===== src/rtl/dmem_pkg.sv =====
// Shared definitions for the data-memory port arbiter: access sizes, lane-select
// constants, FSM encoding and the misalignment rule.
package dmem_pkg;

    localparam logic [1:0] SZ_BYTE = 2'd0;
    localparam logic [1:0] SZ_HALF = 2'd1;
    localparam logic [1:0] SZ_WORD = 2'd2;
    localparam logic [1:0] SZ_RSVD = 2'd3;

    localparam logic [3:0] SEL_NONE = 4'h0;
    localparam logic [3:0] SEL_ALL  = 4'hF;

    typedef enum logic [1:0] {
        ST_IDLE  = 2'd0,
        ST_ACC   = 2'd1,
        ST_HALF2 = 2'd2,
        ST_RESP  = 2'd3
    } state_t;

    typedef enum logic {
        PORT_A = 1'b0,
        PORT_B = 1'b1
    } port_t;

    // The reserved size is reported as misaligned so it never reaches the RAM.
    function automatic logic is_misaligned(input logic [1:0] size, input logic [1:0] lo);
        return (size == SZ_RSVD) ||
               (size == SZ_HALF && lo[0]) ||
               (size == SZ_WORD && lo != 2'b00);
    endfunction

endpackage


===== src/rtl/dmem_load_align.sv =====
// Load data extraction: picks the addressed byte or half-word out of a RAM
// word and sign- or zero-extends it; word loads pass straight through.
module dmem_load_align
    import dmem_pkg::*;
(
    input  logic [31:0] i_word,
    input  logic [1:0]  i_addr_lo,
    input  logic [1:0]  i_size,
    input  logic        i_uns,
    output logic [31:0] o_rdata
);

    logic [7:0]  w_byte;
    logic [15:0] w_half;

    assign w_byte = i_word[{i_addr_lo, 3'b000} +: 8];
    assign w_half = i_addr_lo[1] ? i_word[31:16] : i_word[15:0];

    always_comb begin
        case (i_size)
            SZ_BYTE: o_rdata = {{24{~i_uns & w_byte[7]}}, w_byte};
            SZ_HALF: o_rdata = {{16{~i_uns & w_half[15]}}, w_half};
            default: o_rdata = i_word;
        endcase
    end

endmodule


===== src/rtl/dmem_port_arbiter.sv =====
// Two-port (CPU / DMA-debug) front end for the byte-lane data RAM: arbitrates,
// turns byte/half/word accesses into legal lane selects and aligns load data.
module dmem_port_arbiter
    import dmem_pkg::*;
#(
    parameter int ADDR_W    = 12,
    parameter bit FIXED_PRI = 1'b0
) (
    input  logic              CLK,
    input  logic              RST,
    input  logic              a_req,
    input  logic              a_we,
    input  logic [1:0]        a_size,
    input  logic              a_uns,
    input  logic [ADDR_W-1:0] a_addr,
    input  logic [31:0]       a_wdata,
    output logic              a_ack,
    output logic              a_err,
    output logic [31:0]       a_rdata,
    input  logic              b_req,
    input  logic              b_we,
    input  logic [1:0]        b_size,
    input  logic              b_uns,
    input  logic [ADDR_W-1:0] b_addr,
    input  logic [31:0]       b_wdata,
    output logic              b_ack,
    output logic              b_err,
    output logic [31:0]       b_rdata,
    output logic [ADDR_W-3:0] ram_addres,
    output logic [3:0]        ram_sel,
    output logic              ram_we,
    output logic [31:0]       ram_din,
    input  logic [31:0]       ram_dout
);

    state_t              r_state;
    port_t               r_ptr;
    port_t               r_gnt;
    port_t               w_pick;
    logic                r_we;
    logic                r_uns;
    logic                r_mis;
    logic [1:0]          r_size;
    logic [ADDR_W-1:0]   r_addr;
    logic [31:0]         r_wdata;
    logic [31:0]         r_word;

    logic [1:0]          w_lane;
    logic [3:0]          w_sel;
    logic                w_we;
    logic                w_full;
    logic [7:0]          w_st_byte;
    logic [31:0]         w_ld;
    logic                w_resp;

    always_comb begin
        w_pick = PORT_A;
        if (a_req && b_req) begin
            w_pick = (FIXED_PRI || r_ptr == PORT_A) ? PORT_A : PORT_B;
        end else if (b_req) begin
            w_pick = PORT_B;
        end
    end

    always_ff @(posedge CLK) begin
        if (RST) begin
            r_state <= ST_IDLE;
            r_ptr   <= PORT_A;
            r_gnt   <= PORT_A;
            r_we    <= 1'b0;
            r_uns   <= 1'b0;
            r_mis   <= 1'b0;
            r_size  <= SZ_BYTE;
            r_addr  <= '0;
            r_wdata <= '0;
            r_word  <= '0;
        end else begin
            case (r_state)
                ST_IDLE: begin
                    if (a_req || b_req) begin
                        r_gnt   <= w_pick;
                        r_state <= ST_ACC;
                        if (w_pick == PORT_A) begin
                            r_we    <= a_we;
                            r_uns   <= a_uns;
                            r_size  <= a_size;
                            r_addr  <= a_addr;
                            r_wdata <= a_wdata;
                            r_mis   <= is_misaligned(a_size, a_addr[1:0]);
                        end else begin
                            r_we    <= b_we;
                            r_uns   <= b_uns;
                            r_size  <= b_size;
                            r_addr  <= b_addr;
                            r_wdata <= b_wdata;
                            r_mis   <= is_misaligned(b_size, b_addr[1:0]);
                        end
                    end
                end
                ST_ACC: begin
                    r_word  <= ram_dout;
                    r_state <= (!r_mis && r_we && r_size == SZ_HALF) ? ST_HALF2 : ST_RESP;
                end
                ST_HALF2: r_state <= ST_RESP;
                default: begin
                    if (!FIXED_PRI) begin
                        r_ptr <= (r_gnt == PORT_A) ? PORT_B : PORT_A;
                    end
                    r_state <= ST_IDLE;
                end
            endcase
        end
    end

    assign w_lane = r_addr[1:0];

    // A half store is split into two single-lane writes because the RAM decoder
    // only honours one-hot or all-lane selects.
    always_comb begin
        w_sel     = SEL_NONE;
        w_we      = 1'b0;
        w_full    = 1'b0;
        w_st_byte = r_wdata[7:0];
        if (r_state == ST_ACC && !r_mis) begin
            w_we = r_we;
            if (!r_we || r_size == SZ_WORD) begin
                w_sel  = SEL_ALL;
                w_full = 1'b1;
            end else begin
                w_sel = 4'b0001 << w_lane;
            end
        end else if (r_state == ST_HALF2) begin
            w_we      = 1'b1;
            w_sel     = 4'b0001 << (w_lane + 2'd1);
            w_st_byte = r_wdata[15:8];
        end
    end

    generate
        for (genvar gi = 0; gi < 4; gi++) begin : g_lane
            assign ram_din[8*gi +: 8] = !(w_we && w_sel[gi]) ? 8'h00 :
                                        w_full ? r_wdata[8*gi +: 8] : w_st_byte;
        end
    endgenerate

    assign ram_sel    = w_sel;
    assign ram_we     = w_we && !RST;
    assign ram_addres = (r_state == ST_ACC || r_state == ST_HALF2) ? r_addr[ADDR_W-1:2] : '0;

    dmem_load_align u_load_align (
        .i_word    (r_word),
        .i_addr_lo (r_addr[1:0]),
        .i_size    (r_size),
        .i_uns     (r_uns),
        .o_rdata   (w_ld)
    );

    assign w_resp  = (r_state == ST_RESP);
    assign a_ack   = w_resp && (r_gnt == PORT_A);
    assign b_ack   = w_resp && (r_gnt == PORT_B);
    assign a_err   = a_ack && r_mis;
    assign b_err   = b_ack && r_mis;
    assign a_rdata = (a_ack && !r_mis && !r_we) ? w_ld : 32'd0;
    assign b_rdata = (b_ack && !r_mis && !r_we) ? w_ld : 32'd0;

endmodule


===== config.mk =====
export PLATFORM = sky130hd
export DESIGN_NAME = dmem_port_arbiter
export DESIGN_NICKNAME = d
export VERILOG_FILES = /design/src/rtl/dmem_pkg.sv /design/src/rtl/dmem_load_align.sv /design/src/rtl/dmem_port_arbiter.sv
export SDC_FILE = /design/constraint.sdc
export NUM_CORES = 1
export LEC_CHECK = 0
export CAP_MARGIN = 25
export CORE_MARGIN = 5
export CORE_UTILIZATION = 40
export CTS_BUF_LIST = sky130_fd_sc_hd__clkbuf_4 sky130_fd_sc_hd__clkbuf_8
export CTS_CLUSTER_DIAMETER = 80
export DETAILED_ROUTE_END_ITERATION = 8
export PLACE_DENSITY = 0.78
export SKIP_CTS_REPAIR_TIMING = 1
export SLEW_MARGIN = 5
export SYNTH_ARGS = -nofsm -noshare
export SYNTH_HDL_FRONTEND = slang
export SYNTH_SLANG_ARGS = --single-unit

===== constraint.sdc =====
create_clock -name CLK -period 5.6 [get_ports CLK]
set_input_delay 1.68 -clock CLK [delete_from_list [all_inputs] [get_ports CLK]]
set_output_delay 1.68 -clock CLK [all_outputs]
set_load 0.01 [all_outputs]

Yosys cells after proc, flatten, opt, wreduce, memory -nomap -nowiden
Cells that the tools add are included.

Add/subtract/negate cells: 1. Equality and inequality tests: 12. Shifts and indexed selects: 3. Mux-type cells: 35. Bitwise logic cells: 4. Reductions and logical operators: 37.

Operator list (number): $mux 32 (3); $mux 8 (10); $pmux 32 s2 (1); $shiftx 32x6->8 (1); $logic_and 1x1->1 (21); $mux 16 (1); $eq 2x2->1 const B (7); $mux 1 (12); $mux 12 (1); $mux 4 (3); $mux 10 (1); $eq 2x1->1 const B (4); $shl 1x2->4 const A (2); $logic_or 1x1->1 (7); $pmux 2 s3 (1); $logic_not 2->1 (2); $mux 2 (2); $reduce_bool 2->1 (2); $logic_not 1->1 (3); $reduce_or 3->1 (1); $add 2x1->2 const B (1); $and 1x1->1 (2); $ne 2x2->1 const B (1); $not 1->1 (2); $reduce_and 2->1 (1).

Flip-flop bits (word level): 85. Bits of input ports: 132. Output and inout port bits: 115. Logic and storage cells: 102.

Depth between registers and ports, before layout
Depth in word-level cells: 6. Mapped depth: 8. Mapped depth without buffers: 6.

By module
From an unflattened synthesis, not the netlist that was laid out.

Cells, all modules: 691. Area total of the unflattened synthesis: 5281.3 um^2.

Modules (own cells, without submodules): dmem_port_arbiter (instances 1, cells each 569, area each 4586.9 um^2, sequential area each 1701.6 um^2); dmem_load_align (instances 1, cells each 122, area each 694.4 um^2, sequential area each 0.0 um^2).

Least setup slack after synthesis
OpenSTA, ideal clock, no wires.

Path type: input-to-output. From: input RST. To: output ram_we. Arrival: 2214 ps. Required time: 3920 ps. Setup slack: 1706 ps. Stages on the path: 3. Buffers on the path: 2. Cells stage by stage: clkbuf_1 > clkbuf_1 > a21oi_1.

Word-level cells in the longest chain between the ends: 2.

RTL lines: start, declared (line dmem_port_arbiter.sv:10) `input logic RST,`; $logic_not 1->1 (line dmem_port_arbiter.sv:147) `assign ram_we = w_we && !RST;`; $logic_and 1x1->1 (line dmem_port_arbiter.sv:147); end, declared (line dmem_port_arbiter.sv:31) `output logic ram_we,`.

No other way between the ends.

Worst setup path in the final report
From: register r_state[1]. To: output ram_sel[3].

Word-level cells in the longest chain between the ends: 3. Elaborated cells on any way between the ends: 5. Classes of those cells: 2 x eq/ne; 2 x mux; 1 x reduce/logical.

RTL lines: start, declared (line dmem_port_arbiter.sv:36) `state_t r_state;`; start signal, assigned (line dmem_port_arbiter.sv:102) `r_state <= (!r_mis && r_we && r_size == SZ_HALF) ? ST_HALF2 : ST_RESP;`; $eq 2x2->1 or $eq 2x1->1 (tied branches) (line dmem_port_arbiter.sv:132, dmem_port_arbiter.sv:124); $mux 4 or $logic_and 1x1->1 (tied branches) (line dmem_port_arbiter.sv:132, dmem_port_arbiter.sv:124); $mux 4 (*) (line dmem_port_arbiter.sv:124) `if (r_state == ST_ACC && !r_mis) begin`; end, declared (line dmem_port_arbiter.sv:30) `output logic [3:0] ram_sel,`.

Every way passes the cells marked *; elsewhere a longest branch is shown, timed or not.

==> summary.txt <==
CTS
  – CTS tree: done
  – Maximum clock path buffer count: 2
  – Clock Latency Late Sink: 0.36 ns
  – Clock-pin transition on the worst setup and hold timing paths: 0.09 ns
  – Root Driver: clkbuf_8
  – Total clock sinks: 85
  – CTS Buf Count: 9
  – H-tree Lvls: 3

Timing
  – Slew Limit Fails: 0
  – Period utilization: 0.874
  – # setup viols final: 0
  – Worst Tran Pin Value: 0.968 ns
  – Rel. slew slack: 0.354
  – Fmax: 0.204 GHz
  – RSZ-0062 raised after global routing: false
  – Clk_skew: 0.00619 ns
  – Hold Fails Final Rpt: 0
  – Final setup margin: 0.704 ns
  – Setup TNS: 0 ns
  – Final min period: 4.90 ns

Setup path
  – CP Max Fanout: 24
  – Critical Path End Type: output pin
  – Setup CP Type: flop to output pin
  – Max incr delay on CP: 0.63 ns
  – Reg-to-reg startpoint: r_size[1]
  – Data required time of the critical path: 3.92 ns
  – WP data arrival: 3.22 ns
  – WP buf/inv: 2
  – Critical Path Start: r_state[1]
  – Critical Path Start Type: flop
  – Family with the most delay on the worst path: simple AND/OR/NAND/NOR gates
  – Worst path cell trace: inv_1 > ha_2 > nand2b_1 > nand2_1 > mux2_2 > o21ai_0 > clkdlybuf4s50_1
  – Slowest CP cell: nand2b_1

Final layout
  – Final instance area: 0.00806 sq mm
  – # diodes: 0
  – Final Net Count: 1061
  – Finished Core Util: 0.609
  – Fraction of layout cells with a size suffix above 1: 0.0538
  – Final Non-Filler Cells: 1106
  – Area Growth Syn to Fin: 49.5%

Synth
  – Average size of a mapped cell: 7.43 sq um
  – Sequential fraction of the synthesis area: 0.316
  – Synth top area share: 0.316
  – Mapped Nets: 862
  – Post-synth top area cell: dfxtp_1
  – Cells after synthesis: 726
  – Ys Warns: 0
  – Asr flop ratio synth: 0
  – Mapped cell area: 0.00539 sq mm
  – Post-synth top flop: dfxtp_1
  – Yosys cell types: 50
  – Synthesis-stage register bit count: 85
  – Area contributors post-synth: dfxtp_1, nor2_1, nand2_1
  – Post-synth EDFFs: 0

Pwr
  – Sw Ratio: 0.446
  – P per Cell Area: 402 mW/mm^2
  – Cell-internal power: 1800 uW
  – Clk pwr share: 0.140
  – Leak pwr: 0.00295 uW
  – Gate power share: 0.535
  – Maximum vdd drop: 0.199 mV
  – Psw: 1450 uW
  – Sequential Power Share: 0.325

Floorplanning
  – Full die area: 0.0159 sq mm
  – I/O Pins: 247
  – CORE AREA: 0.0132 sq mm
  – Placement Rows: 42
  – DIE WIDTH: 126 um
  – Die Y: 126 um
  – Initial Util: 0.407

Hold path
  – Min-delay src: r_ptr
  – Worst hold path type: flop to flop

Run
  – Max Cap Viol: 0

Detailed routing
  – Avg WL per Cell: 17.4 um
  – Initial DRT Pass Iterations: 5
  – DRC errors left: 0
  – Via count: 6049
  – 1st-iter DRT viols: 392
  – Via-to-Cell Ratio: 5.47
  – Total Wirelength: 19300 um
  – Final antenna-violating net count: 0

Global route
  – Pin count of the biggest net entering global routing: 100
  – Global-route wire length before repair: 29500 um
  – GRT Total Usage: 0.229
  – Initial antenna violation count: 0
  – GRT Residual Overflow: 0
  – Vias in the first global route: 5549

Placed design
  – DP HPWL: 14400 um
  – Port Buffers: 246
  – Cell Area, Placed: 0.00778 sq mm
  – Final RePlAce weighted congestion: 0.862
  – Setup slack at placement: 1.18 ns
  – DP Cell Count: 1087

Status
  – Status: finished, final reports clean
## power groups by stage
stage	Clock (uW)	Combinational, uW	Sequential (uW)
2_1_floorplan	0	1290	939
3_3_place_gp	0	1670	1050
3_5_place_dp	0	1680	1060
4_1_cts	466	1690	1050
5_1_grt	488	1900	1080
6_report	453	1740	1060
## sequential cells by signal, indices dropped and copies added, names as in the netlist
signal,flops
r_wdata,32
r_word,32
r_addr,12
r_size,2
r_state,2
r_gnt,1
r_mis,1
r_ptr,1
r_uns,1
r_we,1
## cell usage after synthesis, types with 9 or more instances
cell and number:
nor3b_1 9, a21oi_1 22, o21ai_0 14, nand2_1 122, clkbuf_1 37, nand3_1 20, and2_1 13, a31oi_1 13
nor2_1 135, nor3_1 39, buf_2 17, a311oi_1 49, dfxtp_1 85, mux2i_1 43
## worst register-to-register path: stages, from the launching register on
cell and delay (ns):
dfxtp_1 0.86, inv_1 0.16, buf_4 0.26, nand3_1 0.11, a211oi_1 0.08, a2111oi_0 0.40
## per-stage QoR
stage / hold WS, ns / power (uW)
CTS: 0.497 / 3200
floorplan: 0.448 / 2230
global placement: 0.466 / 2720
finish: 0.496 / 3240
global route: 0.518 / 3460
detailed placement: 0.475 / 2740
## final cells by class
cell class	instances	area, sq um
clock buffer	11	145
clock inverter	5	57.6
fill	1244	5180
inverter	9	33.8
multi-input combinational	565	3320
sequential	85	1700
tap	176	220
timing repair buffer	255	2580
## kinds of logic after synthesis
family / share of synthesized area
compound gates: 0.204
fa+ha+maj: 0.00928
buf+inv: 0.0715
flops: 0.316
mux: 0.103
simple gates: 0.297
## per-layer routing
layer / up-vias / track usage / part of all wire
met1: 2720 / 0.277 / 0.41
met5: - / 0 / 0
li1: 2981 / - / -
met4: 0 / 0.0732 / 0.023
met2: 315 / 0.385 / 0.46
met3: 33 / 0.0749 / 0.11
## cells in the final DEF (no fill, tap or decap), types with 4 or more instances in the layout
cell type,Yosys,layout
clkdlybuf4s50_1,0,245
nor2_1,135,135
nand2_1,122,122
dfxtp_1,85,85
a311oi_1,49,49
mux2i_1,43,43
nor3_1,39,39
a21oi_1,22,22
nand3_1,20,20
o21ai_0,14,14
a31oi_1,13,13
and2_1,13,12
clkbuf_8,0,10
nor3b_1,9,9
inv_1,8,8
a2bb2oi_1,8,8
nand2b_1,7,7
nor2b_1,7,7
mux2_2,7,7
o211a_1,7,7
a22o_1,6,6
a222oi_1,6,6
buf_4,5,6
o21a_1,5,4
## path summary, 6_finish.rpt
check | end | slack [ns] | cells past startpoint
worst max-delay path | ram_sel[3] | 0.70 | 7
worst max register to register | r_state[0] | 3.61 | 5
worst min register to register | r_ptr | 0.50 | 2
worst min-delay path | r_ptr | 0.50 | 2
(Power assumes the default switching activity.)
